--- src/rtl/eth_udp_rx_parser_pkg.sv ---
`default_nettype none
// ============================================================================
// Package : eth_types_pkg
// Purpose : Shared Ethernet/IPv4/UDP receive types. Holds the parser state
//           enum, the per-frame verdict codes, protocol constants, and the
//           packed header structs that the parser captures bytes into.
// Revision: 1.0 - initial release
// ============================================================================
package eth_types_pkg;

  typedef enum logic [2:0] {
    IDLE       = 3'd0,
    ETH_HEADER = 3'd1,
    IP_HEADER  = 3'd2,
    UDP_HEADER = 3'd3,
    PAYLOAD    = 3'd4,
    FCS        = 3'd5,
    DISCARD    = 3'd6
  } eth_states;

  typedef enum logic [2:0] {
    ERR_OK    = 3'd0,
    ERR_MAC   = 3'd1,
    ERR_PROTO = 3'd2,
    ERR_IP    = 3'd3,
    ERR_PORT  = 3'd4,
    ERR_TRUNC = 3'd5,
    ERR_FCS   = 3'd6
  } err_code_t;

  localparam logic [15:0] ETHERTYPE_IPV4 = 16'h0800;
  localparam logic [7:0]  IP_PROTO_UDP   = 8'd17;
  // Good-frame residue in MSB-first bit order; the reflected CRC register is
  // bit-reversed before being compared against this.
  localparam logic [31:0] CRC32_RESIDUE  = 32'hC704_DD7B;

  typedef struct packed {
    logic [47:0] dst_mac;
    logic [47:0] src_mac;
    logic [15:0] ethertype;
  } frame_header_t;

  typedef struct packed {
    logic [7:0]  ver_ihl;
    logic [7:0]  tos;
    logic [15:0] total_len;
    logic [15:0] ident;
    logic [15:0] flags_frag;
    logic [7:0]  ttl;
    logic [7:0]  protocol;
    logic [15:0] hdr_csum;
    logic [31:0] src_ip;
    logic [31:0] dst_ip;
  } ip_header_t;

  typedef struct packed {
    logic [15:0] src_port;
    logic [15:0] dst_port;
    logic [15:0] len;
    logic [15:0] csum;
  } udp_header_t;

  function automatic logic [31:0] bitrev32(input logic [31:0] v);
    logic [31:0] r;
    for (int i = 0; i < 32; i++) r[i] = v[31-i];
    return r;
  endfunction

endpackage
`default_nettype wire

--- src/rtl/eth_udp_rx_parser_if.sv ---
`default_nettype none
// ============================================================================
// Interface: eth_udp_rx_parser_if
// Purpose  : Byte stream in, UDP payload stream and frame verdict out.
//   in_valid/in_data/in_last : frame bytes (dest MAC .. last FCS byte)
//   pl_valid/pl_data/pl_first/pl_last : UDP payload beats
//   frame_done/frame_ok/err_code      : end-of-frame verdict pulse
//   src_ip/src_port/payload_len       : captured header info
//   master = byte source side, slave = parser side.
// Revision : 1.0 - initial release
// ============================================================================
interface eth_udp_rx_parser_if;
  logic        in_valid;
  logic [7:0]  in_data;
  logic        in_last;
  logic        pl_valid;
  logic [7:0]  pl_data;
  logic        pl_first;
  logic        pl_last;
  logic        frame_done;
  logic        frame_ok;
  logic [2:0]  err_code;
  logic [31:0] src_ip;
  logic [15:0] src_port;
  logic [15:0] payload_len;

  modport master (
    output in_valid, in_data, in_last,
    input  pl_valid, pl_data, pl_first, pl_last,
    input  frame_done, frame_ok, err_code, src_ip, src_port, payload_len
  );

  modport slave (
    input  in_valid, in_data, in_last,
    output pl_valid, pl_data, pl_first, pl_last,
    output frame_done, frame_ok, err_code, src_ip, src_port, payload_len
  );
endinterface
`default_nettype wire

--- src/rtl/eth_crc32_byte.sv ---
`default_nettype none
// ============================================================================
// Module  : eth_crc32_byte
// Purpose : Combinational one-byte update of the reflected Ethernet CRC-32
//           (poly 0x04C11DB7, processed LSB first as 0xEDB88320).
//   crc_in  [31:0] : current CRC register
//   data    [7:0]  : byte to absorb
//   crc_out [31:0] : updated CRC register
// Revision: 1.0 - initial release
// ============================================================================
module eth_crc32_byte (
  input  logic [31:0] crc_in,
  input  logic [7:0]  data,
  output logic [31:0] crc_out
);
  always_comb begin
    crc_out = crc_in;
    for (int i = 0; i < 8; i++) begin
      if (crc_out[0] ^ data[i]) crc_out = (crc_out >> 1) ^ 32'hEDB8_8320;
      else                      crc_out = crc_out >> 1;
    end
  end
endmodule
`default_nettype wire

--- src/rtl/eth_udp_rx_parser.sv ---
`default_nettype none
// ============================================================================
// Module  : eth_udp_rx_parser
// Purpose : Receive-side Ethernet/IPv4/UDP parser. Walks the headers of the
//           post-SFD byte stream, filters on MAC/IP/port, streams the UDP
//           payload with first/last markers and reports a verdict per frame.
// Ports   : clk, rst_n (async, active low), io_bus (eth_udp_rx_parser_if.slave)
// Config  : ETH_RX_FCS_CHECK_EN - when defined, CRC-32 is checked at in_last
//           (err 6 on mismatch); otherwise FCS bytes are only skipped.
// Revision: 1.0 - initial release
// ============================================================================
module eth_udp_rx_parser
  import eth_types_pkg::*;
#(
  parameter logic [47:0] LOCAL_MAC  = 48'h02_00_00_00_00_01,
  parameter logic [31:0] LOCAL_IP   = 32'hC0A8_0164,
  parameter logic [15:0] LOCAL_PORT = 16'd5000
) (
  input  logic                 clk,
  input  logic                 rst_n,
  eth_udp_rx_parser_if.slave   io_bus
);

  eth_states     r_state, w_state_next;
  logic [5:0]    r_hcnt, w_hcnt_next, w_hidx, w_ip_last_idx;
  logic [15:0]   r_pcnt, w_pcnt_next;
  frame_header_t r_eth;
  ip_header_t    r_ip;
  udp_header_t   r_udp, w_udp_full;
  logic [3:0]    r_ihl;
  err_code_t     r_err, w_fail_code, w_end_code, r_err_out;
  logic          w_fail, w_emit, w_emit_first, w_emit_last, w_udp_done;
  logic          w_end, w_fcs_bad;
  logic          r_pl_valid, r_pl_first, r_pl_last, r_done, r_ok;
  logic [7:0]    r_pl_data;
  logic [31:0]   r_src_ip;
  logic [15:0]   r_src_port, r_plen;
  logic [47:0]   w_mac;

  // Byte 0 arrives while still in IDLE, so it is treated as header index 0.
  assign w_hidx        = (r_state == IDLE) ? 6'd0 : r_hcnt;
  assign w_ip_last_idx = {r_ihl, 2'b00} - 6'd1;
  assign w_end         = io_bus.in_valid & io_bus.in_last;
  assign w_mac         = {r_eth[39:0], io_bus.in_data};
  assign w_udp_full    = udp_header_t'({r_udp[55:0], io_bus.in_data});

`ifdef ETH_RX_FCS_CHECK_EN
  logic [31:0] r_crc, w_crc_in, w_crc_out;
  assign w_crc_in = (r_state == IDLE) ? 32'hFFFF_FFFF : r_crc;

  eth_crc32_byte u_crc (
    .crc_in  (w_crc_in),
    .data    (io_bus.in_data),
    .crc_out (w_crc_out)
  );

  assign w_fcs_bad = (bitrev32(w_crc_out) != CRC32_RESIDUE);

  always_ff @(posedge clk or negedge rst_n) begin
    if (!rst_n)               r_crc <= 32'hFFFF_FFFF;
    else if (io_bus.in_valid) r_crc <= w_crc_out;
  end
`else
  assign w_fcs_bad = 1'b0;
`endif

  always_comb begin
    w_state_next = r_state;
    w_hcnt_next  = r_hcnt;
    w_pcnt_next  = r_pcnt;
    w_fail       = 1'b0;
    w_fail_code  = ERR_OK;
    w_emit       = 1'b0;
    w_emit_first = 1'b0;
    w_emit_last  = 1'b0;
    w_udp_done   = 1'b0;
    w_end_code   = ERR_OK;
    if (io_bus.in_valid) begin
      unique case (r_state)
        IDLE, ETH_HEADER: begin
          w_state_next = ETH_HEADER;
          w_hcnt_next  = w_hidx + 6'd1;
          if (w_hidx == 6'd5) begin
            if (w_mac != LOCAL_MAC && w_mac != 48'hFFFF_FFFF_FFFF) begin
              w_fail = 1'b1; w_fail_code = ERR_MAC;
            end
          end else if (w_hidx == 6'd13) begin
            if ({r_eth[7:0], io_bus.in_data} != ETHERTYPE_IPV4) begin
              w_fail = 1'b1; w_fail_code = ERR_PROTO;
            end else begin
              w_state_next = IP_HEADER; w_hcnt_next = 6'd0;
            end
          end
        end
        IP_HEADER: begin
          w_hcnt_next = r_hcnt + 6'd1;
          if (r_hcnt == 6'd0) begin
            if (io_bus.in_data[7:4] != 4'd4 || io_bus.in_data[3:0] < 4'd5) begin
              w_fail = 1'b1; w_fail_code = ERR_PROTO;
            end
          end else if (r_hcnt == 6'd9) begin
            if (io_bus.in_data != IP_PROTO_UDP) begin
              w_fail = 1'b1; w_fail_code = ERR_PROTO;
            end
          end else if (r_hcnt == 6'd19) begin
            if ({r_ip[23:0], io_bus.in_data} != LOCAL_IP) begin
              w_fail = 1'b1; w_fail_code = ERR_IP;
            end
          end
          // Options (IHL>5) are walked over without being captured.
          if (r_hcnt >= 6'd19 && r_hcnt == w_ip_last_idx) begin
            w_state_next = UDP_HEADER; w_hcnt_next = 6'd0;
          end
        end
        UDP_HEADER: begin
          w_hcnt_next = r_hcnt + 6'd1;
          if (r_hcnt == 6'd3) begin
            if (LOCAL_PORT != 16'd0 && {r_udp[7:0], io_bus.in_data} != LOCAL_PORT) begin
              w_fail = 1'b1; w_fail_code = ERR_PORT;
            end
          end else if (r_hcnt == 6'd5) begin
            if ({r_udp[7:0], io_bus.in_data} < 16'd8) begin
              w_fail = 1'b1; w_fail_code = ERR_PROTO;
            end
          end else if (r_hcnt == 6'd7) begin
            w_udp_done   = 1'b1;
            w_pcnt_next  = 16'd0;
            w_state_next = (w_udp_full.len == 16'd8) ? FCS : PAYLOAD;
          end
        end
        PAYLOAD: begin
          w_emit       = 1'b1;
          w_emit_first = (r_pcnt == 16'd0);
          w_pcnt_next  = r_pcnt + 16'd1;
          if (r_pcnt == r_plen - 16'd1) begin
            // A frame ending on its last payload byte has no FCS: truncated.
            w_emit_last  = ~io_bus.in_last;
            w_state_next = FCS;
          end
        end
        FCS, DISCARD: begin
        end
        default: w_state_next = IDLE;
      endcase
      if (w_fail) w_state_next = DISCARD;
      if (w_end) begin
        w_state_next = IDLE;
        w_hcnt_next  = 6'd0;
      end
    end
    // Priority: check on this byte, then earlier recorded failure, then
    // truncation, then FCS.
    if (w_fail)                 w_end_code = w_fail_code;
    else if (r_err != ERR_OK)   w_end_code = r_err;
    else if (r_state != FCS)    w_end_code = ERR_TRUNC;
    else if (w_fcs_bad)         w_end_code = ERR_FCS;
  end

  always_ff @(posedge clk or negedge rst_n) begin
    if (!rst_n) begin
      r_state    <= IDLE;
      r_hcnt     <= 6'd0;
      r_pcnt     <= 16'd0;
      r_eth      <= '0;
      r_ip       <= '0;
      r_udp      <= '0;
      r_ihl      <= 4'd0;
      r_err      <= ERR_OK;
      r_pl_valid <= 1'b0;
      r_pl_data  <= 8'd0;
      r_pl_first <= 1'b0;
      r_pl_last  <= 1'b0;
      r_done     <= 1'b0;
      r_ok       <= 1'b0;
      r_err_out  <= ERR_OK;
      r_src_ip   <= 32'd0;
      r_src_port <= 16'd0;
      r_plen     <= 16'd0;
    end else begin
      r_state <= w_state_next;
      r_hcnt  <= w_hcnt_next;
      r_pcnt  <= w_pcnt_next;
      if (io_bus.in_valid) begin
        if (r_state == IDLE || r_state == ETH_HEADER)
          r_eth <= frame_header_t'({r_eth[103:0], io_bus.in_data});
        if (r_state == IP_HEADER && r_hcnt < 6'd20)
          r_ip <= ip_header_t'({r_ip[151:0], io_bus.in_data});
        if (r_state == IP_HEADER && r_hcnt == 6'd0)
          r_ihl <= io_bus.in_data[3:0];
        if (r_state == UDP_HEADER)
          r_udp <= w_udp_full;
        if (w_end)       r_err <= ERR_OK;
        else if (w_fail) r_err <= w_fail_code;
      end
      if (w_udp_done) begin
        r_src_ip   <= r_ip.src_ip;
        r_src_port <= w_udp_full.src_port;
        r_plen     <= w_udp_full.len - 16'd8;
      end
      r_pl_valid <= w_emit;
      if (w_emit) r_pl_data <= io_bus.in_data;
      r_pl_first <= w_emit_first;
      r_pl_last  <= w_emit_last;
      r_done     <= w_end;
      r_ok       <= w_end && (w_end_code == ERR_OK);
      r_err_out  <= w_end ? w_end_code : ERR_OK;
    end
  end

  // Header fields kept for visibility but not used by any check.
  logic w_unused;
  assign w_unused = ^{r_eth, r_ip, r_udp, w_udp_full};

  assign io_bus.pl_valid    = r_pl_valid;
  assign io_bus.pl_data     = r_pl_data;
  assign io_bus.pl_first    = r_pl_first;
  assign io_bus.pl_last     = r_pl_last;
  assign io_bus.frame_done  = r_done;
  assign io_bus.frame_ok    = r_ok;
  assign io_bus.err_code    = r_err_out;
  assign io_bus.src_ip      = r_src_ip;
  assign io_bus.src_port    = r_src_port;
  assign io_bus.payload_len = r_plen;

endmodule
`default_nettype wire

--- src/flat_wrapper.sv ---
// flat-port wrapper written by rule: the top's interface ports become plain ports
module eth_udp_rx_parser_flat import eth_types_pkg::*;
#(
  parameter logic [47:0] LOCAL_MAC  = 48'h02_00_00_00_00_01,
  parameter logic [31:0] LOCAL_IP   = 32'hC0A8_0164,
  parameter logic [15:0] LOCAL_PORT = 16'd5000
)
  (clk, rst_n, io_bus_in_valid, io_bus_in_data, io_bus_in_last, io_bus_pl_valid, io_bus_pl_data, io_bus_pl_first, io_bus_pl_last, io_bus_frame_done, io_bus_frame_ok, io_bus_err_code, io_bus_src_ip, io_bus_src_port, io_bus_payload_len);
  eth_udp_rx_parser_if io_bus_i ();
  input  logic clk;
  input  logic rst_n;
  input wire logic [$bits(io_bus_i.in_valid)-1:0] io_bus_in_valid;
  input wire logic [$bits(io_bus_i.in_data)-1:0] io_bus_in_data;
  input wire logic [$bits(io_bus_i.in_last)-1:0] io_bus_in_last;
  output wire logic [$bits(io_bus_i.pl_valid)-1:0] io_bus_pl_valid;
  output wire logic [$bits(io_bus_i.pl_data)-1:0] io_bus_pl_data;
  output wire logic [$bits(io_bus_i.pl_first)-1:0] io_bus_pl_first;
  output wire logic [$bits(io_bus_i.pl_last)-1:0] io_bus_pl_last;
  output wire logic [$bits(io_bus_i.frame_done)-1:0] io_bus_frame_done;
  output wire logic [$bits(io_bus_i.frame_ok)-1:0] io_bus_frame_ok;
  output wire logic [$bits(io_bus_i.err_code)-1:0] io_bus_err_code;
  output wire logic [$bits(io_bus_i.src_ip)-1:0] io_bus_src_ip;
  output wire logic [$bits(io_bus_i.src_port)-1:0] io_bus_src_port;
  output wire logic [$bits(io_bus_i.payload_len)-1:0] io_bus_payload_len;
  assign io_bus_i.in_valid = io_bus_in_valid;
  assign io_bus_i.in_data = io_bus_in_data;
  assign io_bus_i.in_last = io_bus_in_last;
  assign io_bus_pl_valid = io_bus_i.pl_valid;
  assign io_bus_pl_data = io_bus_i.pl_data;
  assign io_bus_pl_first = io_bus_i.pl_first;
  assign io_bus_pl_last = io_bus_i.pl_last;
  assign io_bus_frame_done = io_bus_i.frame_done;
  assign io_bus_frame_ok = io_bus_i.frame_ok;
  assign io_bus_err_code = io_bus_i.err_code;
  assign io_bus_src_ip = io_bus_i.src_ip;
  assign io_bus_src_port = io_bus_i.src_port;
  assign io_bus_payload_len = io_bus_i.payload_len;
  eth_udp_rx_parser #(.LOCAL_MAC(LOCAL_MAC), .LOCAL_IP(LOCAL_IP), .LOCAL_PORT(LOCAL_PORT)) u_core (.clk(clk), .rst_n(rst_n), .io_bus(io_bus_i));
endmodule
--- config.mk ---
export PLATFORM = sky130hd
export DESIGN_NAME = eth_udp_rx_parser_flat
export DESIGN_NICKNAME = d
export VERILOG_FILES = /design/src/rtl/eth_udp_rx_parser_pkg.sv /design/src/rtl/eth_udp_rx_parser_if.sv /design/src/rtl/eth_crc32_byte.sv /design/src/rtl/eth_udp_rx_parser.sv /design/src/flat_wrapper.sv
export SDC_FILE = /design/constraint.sdc
export NUM_CORES = 1
export LEC_CHECK = 0
export CORE_UTILIZATION = 65
export CTS_BUF_LIST = sky130_fd_sc_hd__clkbuf_8
export CTS_CLUSTER_DIAMETER = 60
export DETAILED_ROUTE_END_ITERATION = 10
export GPL_ROUTABILITY_DRIVEN = 0
export HOLD_SLACK_MARGIN = 0.05
export PLACE_DENSITY = 0.93
export REMOVE_ABC_BUFFERS = 1
export SYNTH_ARGS = -nofsm -noshare
export SYNTH_HDL_FRONTEND = slang
export SYNTH_HIERARCHICAL = 1
export SYNTH_SLANG_ARGS = --single-unit
--- constraint.sdc ---
create_clock -name clk -period 7.1 [get_ports clk]
set_clock_uncertainty 0.15 [all_clocks]
set_input_delay 1.42 -clock clk [delete_from_list [all_inputs] [get_ports clk]]
set_output_delay 1.42 -clock clk [all_outputs]
set_load 0.1 [all_outputs]
# Word-level counts from Yosys, hierarchy flattened
# Cells that the tools add are included.
# W data, S select, Z words.
[word_totals]
ff_bits = 272
input_bits = 12
out_inout_bits = 80
elab_cells = 167
[op_classes]
add_sub_neg = 6
magnitude_cmp = 4
eq_ne = 33
muxes = 74
n_bitwise = 2
n_reduce_logical = 25
[op_table]
columns = ["cell", "n"]
rows = [
  ["$mux W3", 24],
  ["$mux W16", 3],
  ["$ne A48 B42 Y1 const B", 1],
  ["$ne A48 B48 Y1 const B", 1],
  ["$mux W6", 6],
  ["$ne A32 B32 Y1 const B", 1],
  ["$pmux W16 S2", 1],
  ["$mux W1", 30],
  ["$eq A6 B3 Y1 const B", 3],
  ["$pmux W6 S3", 1],
  ["$add A16 B1 Y16 const B", 1],
  ["$eq A16 B16 Y1", 1],
  ["$eq A16 B4 Y1 const B", 1],
  ["$logic_not A16 Y1", 1],
  ["$lt A16 B4 Y1 const B", 1],
  ["$ne A16 B12 Y1 const B", 1],
  ["$ne A16 B13 Y1 const B", 1],
  ["$sub A16 B1 Y16 const B", 1],
  ["$sub A16 B4 Y16 const B", 1],
  ["$pmux W3 S5", 1],
  ["$add A6 B1 Y6 const B", 2],
  ["$eq A6 B4 Y1 const B", 2],
  ["$mux W2", 6],
  ["$ne A4 B3 Y1 const B", 3],
  ["other kinds (32)", 50],
]

# Logic depth before layout (Yosys ltp)
[logic_depth]
word_depth = 11
mapped_depth = 12
ltp_nobuf = 11

# Least setup slack after synthesis
# OpenSTA, ideal clock, no wires.
[synth_timing]
path_kind = "reg2reg"
start = "register u_core.r_plen[0], in the netlist u_core/io_bus.payload_len[0]"
end = "register u_core.r_state[0]"
setup_time_ps = 104
arrival_ps = 3210
required_ps = 6846
path_slack_ps = 3637
path_stages_with_launch = 12
n_path_buf = 1
period_less_slack_ps = 3463
path_cell_list = "dfrtp_1 > inv_1 > ha_1 > or4b_1 > clkbuf_1 > o41ai_2 > a22oi_1 > a2111o_1 > nor4_2 > a21o_1 > nand3_2 > o41ai_2"
[synth_between]
elab_chain_len = 4
[synth_rtl]
columns = ["item", "line", "text"]
rows = [
  ["from (decl)", "eth_udp_rx_parser.sv:37", "logic [15:0] r_src_port, r_plen;"],
  ["from (signal assigned)", "eth_udp_rx_parser.sv:198", "r_plen <= w_udp_full.len - 16'd8;"],
  ["$sub A16 B1 Y16", "eth_udp_rx_parser.sv:135", "if (r_pcnt == r_plen - 16'd1) begin"],
  ["$eq A16 B16 Y1", "eth_udp_rx_parser.sv:135", ""],
  ["$ne A4 B1 Y1 (no source line)", "-", ""],
  ["$reduce_and A7 Y1 (no source line)", "-", ""],
  ["to (signal assigned)", "eth_udp_rx_parser.sv:180", "r_state <= w_state_next;"],
  ["to (decl)", "eth_udp_rx_parser.sv:24", "eth_states r_state, w_state_next;"],
]
# No other way between the ends.
# A chain may end at the register's enable or synchronous reset.

# Worst setup path in the final report
[layout_timing]
start = "input port io_bus_in_data[4]"
end = "register u_core.r_state[0]"
[layout_between]
elab_chain_len = 9
word_cells_on_any_way = 39
cone_classes = "1 x order compare; 13 x eq/ne; 22 x mux; 3 x reduce/logical"
[layout_rtl]
columns = ["item", "line", "text"]
rows = [
  ["from (decl)", "flat_wrapper.sv:13", "input wire logic [$bits(io_bus_i.in_data)-1:0] io_bus_in_data;"],
  ["parallel branches: the longest is 9 deep, another holds $lt A16 B4 Y1", "-", ""],
]
# Parallel ways; which one is timed is not known. The select of a mux whose other input is x is not followed.

==> results.cfg <==
[power]
switchingPower_uw = 1850
pwr-share-comb = 0.287
power_density_nw_per_um2 = 369
power_frac_seq = 0.475
switching_share = 0.357
p_int_uw = 3330
p_clk_frac = 0.238
p_leak_uw = 0.00636
peakVddDrop_mv = 0.410

[cells_and_area]
final_area_sq_um = 14000
nFillCells = 1004
drive_gt1_frac = 0.273
multi_input_area_sq_um = 5130
antenna_cells = 0
area_growth_pct = 15.0
seqCellArea_sq_um = 6810
layout.nets = 1098

[synth]
syn_inst = 990
synth_seq_cells = 272
synth_top_cell_area_share = 0.558
synth-edff-count = 0
async_flop_share = 1.00
netlist_area_sq_um = 12200
yosysSeqAreaShare = 0.558
synth_top_flop_cell = dfrtp_1
synth_warnings = 6
synth.area.top_cells = dfrtp_1, mux2_2, xnor2_1
synth_area_per_cell_sq_um = 12.3
ys_types = 65
yosys.area.top_type = dfrtp_1

[route]
drtIter0Drc = 840
via_per_inst = 6.43
drc = 3
firstDrtPassIters = 11
wl_um = 27000
drtAntennaViolNets = 0
vias = 8560
wl_per_cell_um = 20.3

[place]
portBuffers = 91
dpl_cell_area_sq_um = 13200
dp_hpwl_um = 16900

[floorplanning]
dieWidth_um = 139
io_pins = 92
dieArea_sq_um = 19300
die_h_um = 139
start_util = 0.670
core_sq_um = 18200
row_count = 49

[timing]
slew_headroom = 0.311
totalNegativeSetupSlack_ns = 0
rsz0062_at_grt = false
worst_slew_pin_slew_ns = 1.03
period_share = 0.573
finalSetupViolCount = 0
finalHoldViolations = 0
fmax_ghz = 0.246
fin_crit_ns = 4.07
slew_violations = 0

[worst_setup_path]
path_cells = clkdlybuf4s50_1 -> nor4_1 -> nand2_1 -> nor3_1 -> nand4_1 -> a31oi_1 -> and2_2 -> nand3_2 -> o41ai_2
critPathBufInv = 1
reg2reg_slack_ns = 3.49
critPathKind = input pin to flip-flop
r2r_cells = 10
max_stage_delay_ns = 0.65
start_kind = input pin
cp.required_ns = 7.40
crit_arrival_ns = 4.37
crit_family = simple AND/OR/NAND/NOR gates
crit_slowest_cell = clkdlybuf4s50_1
path_depth = 9
r2r_start = u_core/r_state[1]
r2r_end = u_core/r_hcnt[2]
crit_end = u_core/r_state[0]
end_kind = flip-flop
worstSetupStartpoint = io_bus_in_data[4]
cp_max_fo = 10

[grt]
grt_max_degree = 174
grt_usage = 0.289
grt_antenna_before_repair = 0
grt_pass1_wl_um = 44500
gr-total-overflow = 0
grt_pass1_vias = 8666

[cts]
insertion_delay_ns = 0.55
postCtsHoldBufs = 0
cts_setup_buffers = 0
clockBufferDepth = 3
h-tree-depth = 2
cts_tree = yes
cts_resized = 0
numCtsBuffers = 42
cts_root_buf = clkbuf_8
path_clk_slew_ns = 0.06
cts_sinks = 272

[outcome]
failed_checks = DRC
status = finished with violations

[worst_hold_path]
min_path_type = flip-flop to flip-flop

[flow_run]
max-cap-violations = 0
==> how the worst min path moves through the flow <==
stage	startpoint	cells past startpoint	to
2_1_floorplan	u_core/r_udp[50]	1	u_core/io_bus.src_port[10]
3_5_place_dp	u_core/r_udp[37]	1	u_core/r_udp[45]
4_1_cts	u_core/io_bus.src_ip[30]	1	u_core/io_bus.src_ip[30]
6_report	u_core/io_bus.src_port[13]	1	u_core/io_bus.src_port[13]
5_1_grt	u_core/r_udp[34]	1	u_core/r_udp[34]
3_3_place_gp	u_core/r_udp[55]	1	u_core/io_bus.src_port[15]
==> through the flow <==
step           setup WS (ns)  std cells   util  hold slack, ns  total power, uW
2_1_floorplan           2.45        937      -           0.325             3450
3_3_place_gp            2.69       1261  0.727           0.333             3780
3_5_place_dp            2.59       1261  0.727           0.338             3900
4_1_cts                 3.13       1331  0.771           0.356             5180
5_1_grt                 2.83       1331  0.771           0.369             5430
6_report                3.03       1331  0.771           0.350             5180
==> cells by family (layout without fill, tap and decap cells) <==
| logic type | after synthesis | in the layout | synth area share |
|---|---|---|---|
| fa+ha+maj | 10 | 10 | 0.0103 |
| flops | 272 | 272 | 0.558 |
| mux | 221 | 221 | 0.204 |
| buf+inv | 69 | 181 | 0.0229 |
| compound gates | 105 | 105 | 0.0550 |
| xor+xnor | 42 | 42 | 0.0301 |
| simple gates | 271 | 271 | 0.120 |
==> sequential cells by signal, summed over array words and instances, names as in the netlist <==
register and cells:
u_core/r_state 3, u_core/io_bus.src_port 16, u_core/io_bus.pl_first 1, u_core/r_err 3, u_core/r_hcnt 6, u_core/io_bus.src_ip 32, u_core/io_bus.pl_last 1, u_core/r_pcnt 16
u_core/r_eth 40, u_core/io_bus.frame_ok 1, u_core/r_udp 56, u_core/io_bus.pl_valid 1, u_core/io_bus.frame_done 1, u_core/r_ip 64, u_core/r_ihl 4, u_core/io_bus.pl_data 8
u_core/io_bus.payload_len 16, u_core/io_bus.err_code 3
==> routing by layer <==
metal,track usage,up-vias,wire length (um)
met1,0.386,4311,11100
met3,0.0518,120,1770
met2,0.463,390,13000
li1,-,3739,-
met5,0,-,0
met4,0.136,0,1030
==> power groups by stage <==
stage / sequential, uW / combinational [uW] / clock, uW
after floorplan: 2500 / 946 / 0
after global placement: 2400 / 1370 / 0
after global routing: 2510 / 1590 / 1330
after detailed placement: 2450 / 1450 / 0
after CTS: 2440 / 1480 / 1260
final: 2460 / 1490 / 1230
==> worst register-to-register path, cell delays in order (launching register included) <==
cell and delay, ns:
dfrtp_1 0.56, or3_1 0.45, nand2_1 0.13, ha_1 0.19, or3b_2 0.47, nor2_1 0.19, nor4b_1 0.51, and2_1 0.35
o32ai_1 0.13, a211oi_1 0.23, o21ai_0 0.09
==> synthesized netlist by cell type (2+ instances only) <==
| cell type | count |
|---|---|
| xnor2_1 | 26 |
| o31a_1 | 2 |
| and3b_1 | 2 |
| xor2_1 | 16 |
| nand3_1 | 20 |
| nor3_1 | 25 |
| and4b_1 | 2 |
| o41ai_2 | 2 |
| nand2_1 | 59 |
| dfrtp_1 | 272 |
| and4_1 | 3 |
| a211oi_1 | 6 |
| ha_1 | 10 |
| or4_1 | 3 |
| or2_2 | 3 |
| nor4_1 | 24 |
| o32ai_1 | 2 |
| o211ai_1 | 2 |
| nor3b_1 | 3 |
| and2_1 | 4 |
| nand4_1 | 22 |
| nor2_1 | 53 |
| a21oi_1 | 14 |
| nor4bb_1 | 2 |
| o22ai_1 | 2 |
| o21bai_1 | 2 |
| buf_1 | 8 |
| and3_1 | 5 |
| clkbuf_1 | 41 |
| a21o_1 | 6 |
| nand2b_1 | 7 |
| inv_1 | 15 |
| nor2b_1 | 7 |
| or3_1 | 6 |
| nor4b_1 | 8 |
| a31oi_1 | 8 |
| o31ai_1 | 3 |
| mux2_2 | 221 |
| nand4b_1 | 3 |
| o21ai_0 | 44 |
| or4b_1 | 2 |
| buf_6 | 2 |
==> cells in the final DEF, fill, tap and decap left out, types with 3 or more instances in the layout <==
cell,count
nand4_1,22
buf_4,3
and2_1,4
o21ai_0,44
nor4b_1,8
nand3_1,19
nor3b_1,3
and3_1,5
nand2_1,59
o31ai_1,3
nor4_1,24
dfrtp_1,272
nor2b_1,7
nor2_1,52
or4_1,3
nand2b_1,7
clkdlybuf4s50_1,90
inv_1,26
nand4b_1,3
a31oi_1,8
nor3_1,25
clkbuf_8,51
and4_1,3
clkinv_2,6
ha_1,10
or3_1,6
mux2_2,221
a21oi_1,14
xnor2_1,26
a21o_1,6
xor2_1,16
a211oi_1,6
==> layout make-up <==
type,count,share of cell area
inverters,16,0.00428
clock inverters,19,0.00633
well taps,229,0.0204
clock buffers,51,0.0500
flip-flops and latches,272,0.485
repair buffers,95,0.0683
multi-input cells,649,0.366
Note: power is estimated with default switching activity, not from simulation.
